## config.mk

```make
export PLATFORM = sky130hd
export DESIGN_NAME = axi_r_return
export DESIGN_NICKNAME = d
export VERILOG_FILES = /design/src/rtl/axi_cache_pkg.sv /design/src/rtl/sync_fifo.sv /design/src/rtl/axi_r_return.sv
export SDC_FILE = /design/constraint.sdc
export NUM_CORES = 1
export LEC_CHECK = 0
export CORE_AREA = 4 4 151 153
export CTS_BUF_LIST = sky130_fd_sc_hd__clkbuf_4 sky130_fd_sc_hd__clkbuf_8 sky130_fd_sc_hd__clkbuf_16
export DETAILED_ROUTE_END_ITERATION = 7
export DIE_AREA = 0 0 155 157
export PLACE_DENSITY = 0.68
export SYNTH_ARGS = -nofsm -noshare
export SYNTH_HDL_FRONTEND = slang
export SYNTH_SLANG_ARGS = --single-unit
```

## constraint.sdc

```tcl
create_clock -name clk -period 3.1 [get_ports clk]
set_clock_uncertainty 0.05 [all_clocks]
set_input_delay 0.62 -clock clk [delete_from_list [all_inputs] [get_ports clk]]
set_output_delay 0.62 -clock clk [all_outputs]
set_load 0.01 [all_outputs]
```

## src/rtl/axi_cache_pkg.sv

```systemverilog
// Shared types and constants for the cache's AXI master-port datapath blocks.
`timescale 1ns/1ps
package axi_cache_pkg;

   // AXI burst length field width (ARLEN/AWLEN are beats-1)
   localparam int AXI_LEN_W  = 8;
   // Default data/id widths used by the cache's AXI port
   localparam int AXI_DATA_W = 64;
   localparam int AXI_ID_W   = 4;

   typedef enum logic [1:0] {
      RESP_OKAY   = 2'b00,
      RESP_EXOKAY = 2'b01,
      RESP_SLVERR = 2'b10,
      RESP_DECERR = 2'b11
   } axi_resp_e;

   // One R-channel beat at the default port widths
   typedef struct packed {
      logic [AXI_DATA_W-1:0] data;
      logic [AXI_ID_W-1:0]   id;
      axi_resp_e             resp;
      logic                  last;
   } r_beat_t;

endpackage

```

## src/rtl/sync_fifo.sv

```systemverilog
// Small synchronous FIFO with full/empty flags and a combinational head read.
`timescale 1ns/1ps
module sync_fifo #(
   parameter int WIDTH = 8,
   parameter int DEPTH = 4
) (
   input  logic             clk,
   input  logic             rst_n,
   input  logic             i_push,
   input  logic [WIDTH-1:0] i_wdata,
   input  logic             i_pop,
   output logic [WIDTH-1:0] o_rdata,
   output logic             o_full,
   output logic             o_empty
);

   localparam int AW = $clog2(DEPTH);

   logic [WIDTH-1:0] r_mem [DEPTH];
   logic [AW:0]      r_wr_ptr;
   logic [AW:0]      r_rd_ptr;
   logic             w_push_ok;
   logic             w_pop_ok;

   // Extra pointer MSB distinguishes full from empty when the indices match
   assign o_empty   = (r_wr_ptr == r_rd_ptr);
   assign o_full    = (r_wr_ptr[AW] != r_rd_ptr[AW]) &&
                      (r_wr_ptr[AW-1:0] == r_rd_ptr[AW-1:0]);
   assign w_push_ok = i_push & ~o_full;
   assign w_pop_ok  = i_pop & ~o_empty;
   assign o_rdata   = r_mem[r_rd_ptr[AW-1:0]];

   // Storage write; contents need no reset since the pointers gate visibility
   always_ff @(posedge clk) begin
      if (w_push_ok) begin
         r_mem[r_wr_ptr[AW-1:0]] <= i_wdata;
      end
   end

   // Pointer update
   always_ff @(posedge clk or negedge rst_n) begin
      if (!rst_n) begin
         r_wr_ptr <= '0;
         r_rd_ptr <= '0;
      end else begin
         if (w_push_ok) r_wr_ptr <= r_wr_ptr + 1'b1;
         if (w_pop_ok)  r_rd_ptr <= r_rd_ptr + 1'b1;
      end
   end

endmodule

```

## src/rtl/axi_r_return.sv

```systemverilog
// AXI read-return path: AR pass-through with ARLEN tracking, R skid buffer,
// and sticky burst-consistency error flags.
`timescale 1ns/1ps
module axi_r_return
   import axi_cache_pkg::*;
#(
   parameter int AXI_ADDR_WIDTH = 32,
   parameter int AXI_DATA_WIDTH = AXI_DATA_W,
   parameter int AXI_ID_WIDTH   = AXI_ID_W,
   parameter int LEN_DEPTH      = 4
) (
   input  logic                      clk,
   input  logic                      rst_n,
   input  logic [AXI_ADDR_WIDTH-1:0] dr_araddr,
   input  logic [AXI_ID_WIDTH-1:0]   dr_arid,
   input  logic [AXI_LEN_W-1:0]      dr_arlen,
   input  logic                      dr_arvalid,
   output logic                      dr_arready,
   output logic [AXI_ADDR_WIDTH-1:0] mr_araddr,
   output logic [AXI_ID_WIDTH-1:0]   mr_arid,
   output logic [AXI_LEN_W-1:0]      mr_arlen,
   output logic                      mr_arvalid,
   input  logic                      mr_arready,
   input  logic [AXI_DATA_WIDTH-1:0] mr_rdata,
   input  logic [AXI_ID_WIDTH-1:0]   mr_rid,
   input  logic [1:0]                mr_rresp,
   input  logic                      mr_rlast,
   input  logic                      mr_rvalid,
   output logic                      mr_rready,
   output logic [AXI_DATA_WIDTH-1:0] dr_rdata,
   output logic [AXI_ID_WIDTH-1:0]   dr_rid,
   output logic [1:0]                dr_rresp,
   output logic                      dr_rlast,
   output logic                      dr_rvalid,
   input  logic                      dr_rready,
   input  logic                      err_clr,
   output logic                      err_rlast,
   output logic                      err_unexp
);

   typedef struct packed {
      logic [AXI_DATA_WIDTH-1:0] data;
      logic [AXI_ID_WIDTH-1:0]   id;
      axi_resp_e                 resp;
      logic                      last;
   } beat_t;

   logic                 w_len_full;
   logic                 w_len_empty;
   logic                 w_len_push;
   logic                 w_len_pop;
   logic [AXI_LEN_W-1:0] w_len_head;
   logic [AXI_LEN_W-1:0] r_beat_cnt;

   beat_t r_main;
   beat_t r_skid;
   beat_t w_in_beat;
   logic  r_main_valid;
   logic  r_skid_valid;
   logic  w_mr_hs;
   logic  w_dr_hs;
   logic  w_exp_last;
   logic  w_set_rlast;
   logic  w_set_unexp;
   logic  r_err_rlast;
   logic  r_err_unexp;

   // AR channel: payload passes straight through, valid/ready gated by FIFO space
   assign mr_araddr  = dr_araddr;
   assign mr_arid    = dr_arid;
   assign mr_arlen   = dr_arlen;
   assign mr_arvalid = dr_arvalid & ~w_len_full;
   assign dr_arready = mr_arready & ~w_len_full;
   assign w_len_push = mr_arvalid & mr_arready;

   sync_fifo #(
      .WIDTH (AXI_LEN_W),
      .DEPTH (LEN_DEPTH)
   ) u_len_fifo (
      .clk     (clk),
      .rst_n   (rst_n),
      .i_push  (w_len_push),
      .i_wdata (dr_arlen),
      .i_pop   (w_len_pop),
      .o_rdata (w_len_head),
      .o_full  (w_len_full),
      .o_empty (w_len_empty)
   );

   // R channel handshakes; ready is a pure register (skid slot free)
   assign mr_rready = ~r_skid_valid;
   assign w_mr_hs   = mr_rvalid & ~r_skid_valid;
   assign w_dr_hs   = r_main_valid & dr_rready;
   assign w_in_beat = '{data: mr_rdata, id: mr_rid, resp: axi_resp_e'(mr_rresp), last: mr_rlast};

   assign dr_rdata  = r_main.data;
   assign dr_rid    = r_main.id;
   assign dr_rresp  = r_main.resp;
   assign dr_rlast  = r_main.last;
   assign dr_rvalid = r_main_valid;

   // Skid buffer: main register feeds the driver, skid catches a beat when main is stalled
   always_ff @(posedge clk or negedge rst_n) begin
      if (!rst_n) begin
         r_main       <= '0;
         r_main_valid <= 1'b0;
         r_skid       <= '0;
         r_skid_valid <= 1'b0;
      end else if (!r_main_valid || w_dr_hs) begin
         if (r_skid_valid) begin
            r_main       <= r_skid;
            r_main_valid <= 1'b1;
            r_skid_valid <= 1'b0;
         end else if (w_mr_hs) begin
            r_main       <= w_in_beat;
            r_main_valid <= 1'b1;
         end else begin
            r_main_valid <= 1'b0;
         end
      end else if (w_mr_hs) begin
         r_skid       <= w_in_beat;
         r_skid_valid <= 1'b1;
      end
   end

   // Burst checker: compare beat position against the oldest outstanding ARLEN
   assign w_exp_last  = (r_beat_cnt == w_len_head);
   assign w_set_unexp = w_mr_hs & w_len_empty;
   assign w_set_rlast = w_mr_hs & ~w_len_empty & (mr_rlast != w_exp_last);
   assign w_len_pop   = w_mr_hs & ~w_len_empty & w_exp_last;

   // Beat counter within the current burst; held while no burst is outstanding
   always_ff @(posedge clk or negedge rst_n) begin
      if (!rst_n) begin
         r_beat_cnt <= '0;
      end else if (w_mr_hs && !w_len_empty) begin
         r_beat_cnt <= w_exp_last ? '0 : r_beat_cnt + 1'b1;
      end
   end

   // Sticky error flags; clear wins over a same-cycle set
   always_ff @(posedge clk or negedge rst_n) begin
      if (!rst_n) begin
         r_err_rlast <= 1'b0;
         r_err_unexp <= 1'b0;
      end else if (err_clr) begin
         r_err_rlast <= 1'b0;
         r_err_unexp <= 1'b0;
      end else begin
         if (w_set_rlast) r_err_rlast <= 1'b1;
         if (w_set_unexp) r_err_unexp <= 1'b1;
      end
   end

   assign err_rlast = r_err_rlast;
   assign err_unexp = r_err_unexp;

endmodule

```

==> results of run 1 <==
[layer usage]
metal  GRT usage [%]  share of wire [%]  vias up
met5               0                  0        -
met4            4.04                1.3        0
met3            3.63                5.9       22
met2            22.7                 47      131
met1            19.9                 46     2545
li1                -                  -     2505
[kinds of logic (layout without fill, tap and decap cells)]
| kind of cell | Yosys count | count (layout) | synth area share, % |
|---|---|---|---|
| AO/OA/AOI/OAI | 89 | 89 | 5.63 |
| buffers and inverters | 86 | 217 | 5.97 |
| multiplexers | 152 | 152 | 20.6 |
| flip-flops | 192 | 192 | 58.6 |
| adder cells (fa/ha/maj) | 6 | 6 | 0.887 |
| AND/OR/NAND/NOR | 120 | 120 | 6.74 |
| XOR/XNOR | 15 | 15 | 1.55 |
[worst max-delay path: stages, from the launching register on]
cell and delay [ns]:
dfrtp_1 0.66, xnor2_1 0.18, nand3b_1 0.15, and2_1 0.23, clkdlybuf4s50_1 0.57
[worst paths after layout]
| path | from | to | slack (ns) |
|---|---|---|---|
| setup / recovery | u_len_fifo.r_rd_ptr[0]$_DFFE_PN0P_ | mr_arvalid | 0.22 |
| hold / removal | rst_n | dr_rdata[36]$_DFFE_PN0P_ | 0.18 |
| max in group asynchronous | rst_n | r_skid[15]$_DFFE_PN0P_ | 2.12 |
| hold reg to reg | u_len_fifo.r_rd_ptr[2]$_DFFE_PN0P_ | u_len_fifo.r_rd_ptr[2]$_DFFE_PN0P_ | 0.45 |
| min in group clk | u_len_fifo.r_rd_ptr[2]$_DFFE_PN0P_ | u_len_fifo.r_rd_ptr[2]$_DFFE_PN0P_ | 0.45 |
| setup reg to reg | u_len_fifo.r_rd_ptr[0]$_DFFE_PN0P_ | u_len_fifo.r_rd_ptr[1]$_DFFE_PN0P_ | 0.57 |
[power groups by stage]
stage | sequential (mW) | combinational (mW) | clock, mW
floorplan | 3.50 | 1.26 | 0
global placement | 3.51 | 2.00 | 0
detailed placement | 3.52 | 2.04 | 0
CTS | 3.48 | 2.05 | 2.25
global route | 3.55 | 2.22 | 2.36
finish | 3.47 | 2.02 | 2.18
[stage by stage]
stage	worst slack (ns)	utilization, %
2_1_floorplan	0.891	-
3_3_place_gp	0.548	47.3
3_5_place_dp	0.521	47.3
4_1_cts	0.164	50.0
5_1_grt	0.0338	50.0
6_report	0.219	50.0
[state kept, by name, indices dropped and copies added (netlist names), 2 cells and up]
register and flops:
dr_rresp 2, u_len_fifo.r_wr_ptr 3, dr_rid 4, u_len_fifo.r_rd_ptr 3
dr_rdata 64, r_skid 71, u_len_fifo.r_mem 32, r_beat_cnt 8
[cell usage in the layout, fill, tap and decap left out, types with 3 or more instances in the layout]
cell type,n
ha_1,6
mux4_1,8
o21ai_0,6
xor2_1,3
nor3_1,4
and2_1,4
mux2i_1,71
a21oi_1,71
dfrtp_1,159
inv_1,6
xnor2_1,12
o22ai_1,3
clkbuf_16,17
nor2_1,75
mux2_2,72
nand2_1,14
edfxtp_1,32
inv_8,3
buf_4,4
buf_12,5
and3_1,5
clkdlybuf4s50_1,169
[layout make-up]
cell class / instances / area, um2
fillers: 1891 / 10800
flip-flops and latches: 192 / 4970
multi-input cells: 382 / 3010
repair buffers: 179 / 1830
clock buffers: 20 / 460
well taps: 280 / 350
clock inverters: 12 / 125
inverters: 6 / 22.5
==> impl_metrics.tcl, run 1 <==
set metrics [dict create \
    area_delta_synth_final_pct 27.2 \
    cts_setup_buffers 0 \
    synth.most_common_cell "dfrtp_1" \
    switchingPower_mw 2.25 \
    place_inst 1039 \
    start_util_pct 39.3 \
    drt_iter0_drc 236 \
    clk_latency_ns 0.42 \
    grt_max_degree 74 \
    p_int_mw 5.41 \
    whs_ns 0.183 \
    slew_viol_final 0 \
    setup_viol 0 \
    io_pins 243 \
    min_period_ns 2.88 \
    clockBufferDepth 2 \
    route.vias.total 5203 \
    yosys.area.top_type "dfrtp_1" \
    place_area_um2 10200 \
    core_um2 21600 \
    grtUsageTotal_pct 14.4 \
    worstRegToRegCells 5 \
    rsz0062_at_grt "false" \
    synth-seq-area-share_pct 58.6 \
    dieArea_um2 24300 \
    synthFlopType "dfrtp_1" \
    ant_nets 0 \
    clock-sinks 192 \
    via_per_inst 4.86 \
    synthTopCellsByArea "dfrtp_1, edfxtp_1, mux2_2, mux2i_1, a21oi_1" \
    netlist.area_leader.share_pct 47.3 \
    finalNonFillerCells 1071 \
    final_cell_area_um2 10800 \
    portBuffers 170 \
    netSwitchingFraction_pct 29.4 \
    p_seq_share_pct 45.3 \
    status "completed" \
    cts_tree "yes" \
    synthCells 660 \
    worst_slew_pin_slew_ns 1.00 \
    leakagePower_nw 4.27 \
    cts_root_buf "clkbuf_16" \
    total_power_mw 7.67 \
    yosysWarnings 0 \
    synthTopCellsByCount "dfrtp_1, nor2_1, mux2_2" \
    holdBufCountCts 0 \
    totalWireLength_um 17500 \
    cp.arrival_ns 2.21 \
    synthArstFlopShare_pct 83.3 \
    end_kind "output port" \
    fin_nets 906 \
    syn_nets 788 \
    place_congestion 0.734 \
    maxCapViolations 0 \
    slew_headroom_pct 33.3 \
    finalSetupTns_ns 0 \
    antenna_found_initial 0 \
    cp.required_ns 2.43 \
    syn_area_per_cell_um2 12.8 \
    grt_overflow 0 \
    netlist_area_um2 8470 \
    routedWlPerCell_um 16.3 \
    cts_resized 0 \
    synth_cell_types 42 \
    cts_buffers 17 \
    dieHeight_um 157 \
    ir_drop_mv 0.330 \
    hold_viol_final 0 \
    hpwl_um 11800 \
    cp-start-kind "register" \
    ys_seq_elements 192 \
    clkTransAtPathRegs_ns 0.08 \
    max_freq_ghz 0.347 \
    drive_gt1_share_pct 15.5 \
    combPwrFrac_pct 26.3 \
    firstDrtPassIters 4 \
    grt_pass1_wl_um 28200 \
    route.detailed.drc 0 \
    first_global_vias 5334 \
    diodes 0 \
    powerDensity_nw_per_um2 712 \
    hp-class "in -> async" \
    synth_edf_count 32 \
    clkPwrFrac_pct 28.4 \
    htreeDepth 4 \
    fin_crit_sh_pct 92.9 \
    critPathMaxFanout 11 \
    row_count 54 \
    worst-setup-path-type "reg -> out" \
    die_x_um 155 \
]
Note: power is estimated with default switching activity, not from simulation.
==> inputs of run 2 (changes only) <==
Settings changed: RECOVER_POWER set to 50.
==> run 2 against run 1 <==
Net effect: the flow now finishes with violations (capacitance limit, slew limit); flip-flop and latch count unchanged; clock power is essentially flat; count of clock-buffer cells in the layout is the same; first-iteration DRC count fell by 8.1%; worst hold slack better by 0.27 ns; critical endpoint unchanged.
==> impl_metrics.tcl, run 2 (synthesized netlist as in run 1, its figures left out) <==
set metrics [dict create \
    cp.required_ns 2.43 \
    grt_max_degree 74 \
    min_period_ns 2.89 \
    crit_family "flip-flops" \
    first_global_vias 5334 \
    cts_setup_buffers 0 \
    finalSetupTns_ns 0 \
    area_delta_synth_final_pct 26.5 \
    core_um2 21600 \
    htreeDepth 4 \
    io_pins 243 \
    fin_nets 906 \
    multi_input_area_um2 3000 \
    hpwl_um 11800 \
    hold_viol_final 0 \
    cp.arrival_ns 2.22 \
    slew_headroom_pct -27.8 \
    dieArea_um2 24300 \
    cp_slowest_cell "dfrtp_1" \
    drt_iter0_drc 217 \
    grt_pass1_wl_um 28200 \
    firstDrtPassIters 4 \
    wl_met3_um 996 \
    grtUsageTotal_pct 14.4 \
    dp_slack_ns 0.521 \
    finalNonFillerCells 1071 \
    die_x_um 155 \
    totalWireLength_um 17500 \
    clock-sinks 192 \
    diodes 0 \
    total_power_mw 7.64 \
    critPathMaxFanout 11 \
    whs_ns 0.449 \
    route.detailed.drc 0 \
    layout_commonest_cell "dfrtp_1" \
    start_util_pct 39.3 \
    place_congestion 0.734 \
    place_area_um2 10200 \
    largest_reg_flops 71 \
    worst_slew_pin_slew_ns 1.92 \
    portBuffers 170 \
    final_cell_mix "dfrtp_1, clkdlybuf4s50_1, nor2_1, mux2_2" \
    status "finished, violations left" \
    max_freq_ghz 0.347 \
    top_layer_used "met4" \
    route.vias.total 5210 \
    setup_viol 0 \
    routedWlPerCell_um 16.4 \
    final_cell_area_um2 10700 \
    grt_overflow 0 \
    cp-start-kind "register" \
    clockBufferDepth 2 \
    cts_root_buf "clkbuf_16" \
    antenna_found_initial 0 \
    fin_crit_sh_pct 93.1 \
    path_cells "xnor2_1 > nand3b_1 > and2_1 > clkdlybuf4s50_1" \
    rsz0062_at_grt "false" \
    ir_drop_mv 0.329 \
    leakagePower_nw 4.25 \
    clk_latency_ns 0.42 \
    layout_setup_ws_ns 0.215 \
    met1_length_um 8110 \
    wl_met2_um 8190 \
    regArea_um2 4970 \
    via_per_inst 4.86 \
    nFillCells 1896 \
    drive_gt1_share_pct 15.2 \
    cts_tree "yes" \
    cp_slowest_stage_delay_ns 0.67 \
    slew_viol_final 73 \
    place_inst 1039 \
    clkTransAtPathRegs_ns 0.07 \
    holdBufCountCts 0 \
    maxCapViolations 1 \
    final_util_pct 49.7 \
    ant_nets 0 \
    top_register "r_skid" \
    worst-setup-path-type "reg -> out" \
    hp-class "reg -> reg" \
    powerDensity_nw_per_um2 713 \
    dieHeight_um 157 \
    violations "capacitance limit, slew limit" \
    end_kind "output port" \
    cts_buffers 17 \
    cp.buffers_inverters 1 \
    row_count 54 \
    cts_resized 0 \
]
[run 2: changes by cell type in the layout (fill, tap and decap cells not counted), sizes merged]
| cell | delta |
|---|---|
| clkbuf | +5 |
| clkdlybuf4s50 | -13 |
| buf | -5 |
| dlygate4sd3 | +13 |
[run 2: final cells by class]
cell class	count	area share (%)
well taps	280	3.27
repair buffers	179	16.7
clock inverters	12	1.17
flip-flops and latches	192	46.4
multi-input cells	382	28.0
inverters	6	0.210
clock buffers	20	4.30
[run 2: final timing paths]
kind | start | to | slack, ns | depth (start not counted)
worst min-delay path | u_len_fifo.r_rd_ptr[2]$_DFFE_PN0P_ | u_len_fifo.r_rd_ptr[2]$_DFFE_PN0P_ | 0.45 | 1
worst max-delay path | u_len_fifo.r_rd_ptr[0]$_DFFE_PN0P_ | mr_arvalid | 0.21 | 4
worst min register to register | u_len_fifo.r_rd_ptr[2]$_DFFE_PN0P_ | u_len_fifo.r_rd_ptr[2]$_DFFE_PN0P_ | 0.45 | 1
worst max register to register | r_skid_valid$_DFFE_PN0P_ | r_skid[20]$_DFFE_PN0P_ | 0.50 | 4
max in group asynchronous | rst_n | r_skid[15]$_DFFE_PN0P_ | 0.67 | 2
min in group asynchronous | rst_n | dr_rdata[36]$_DFFE_PN0P_ | 0.69 | 1
[run 2: metal layers]
layer | vias to the layer above | GRT usage (%)
met3 | 22 | 3.63
met5 | - | 0
met4 | 0 | 4.04
met1 | 2557 | 19.9
met2 | 126 | 22.7
li1 | 2505 | -
[run 2: power breakdown]
part           total, mW  switching [mW]  leakage, nW  internal, mW
logic               1.99           0.884         1.84          1.11
clock network       2.17           0.988        0.287          1.19
registers           3.47           0.371         2.12          3.10
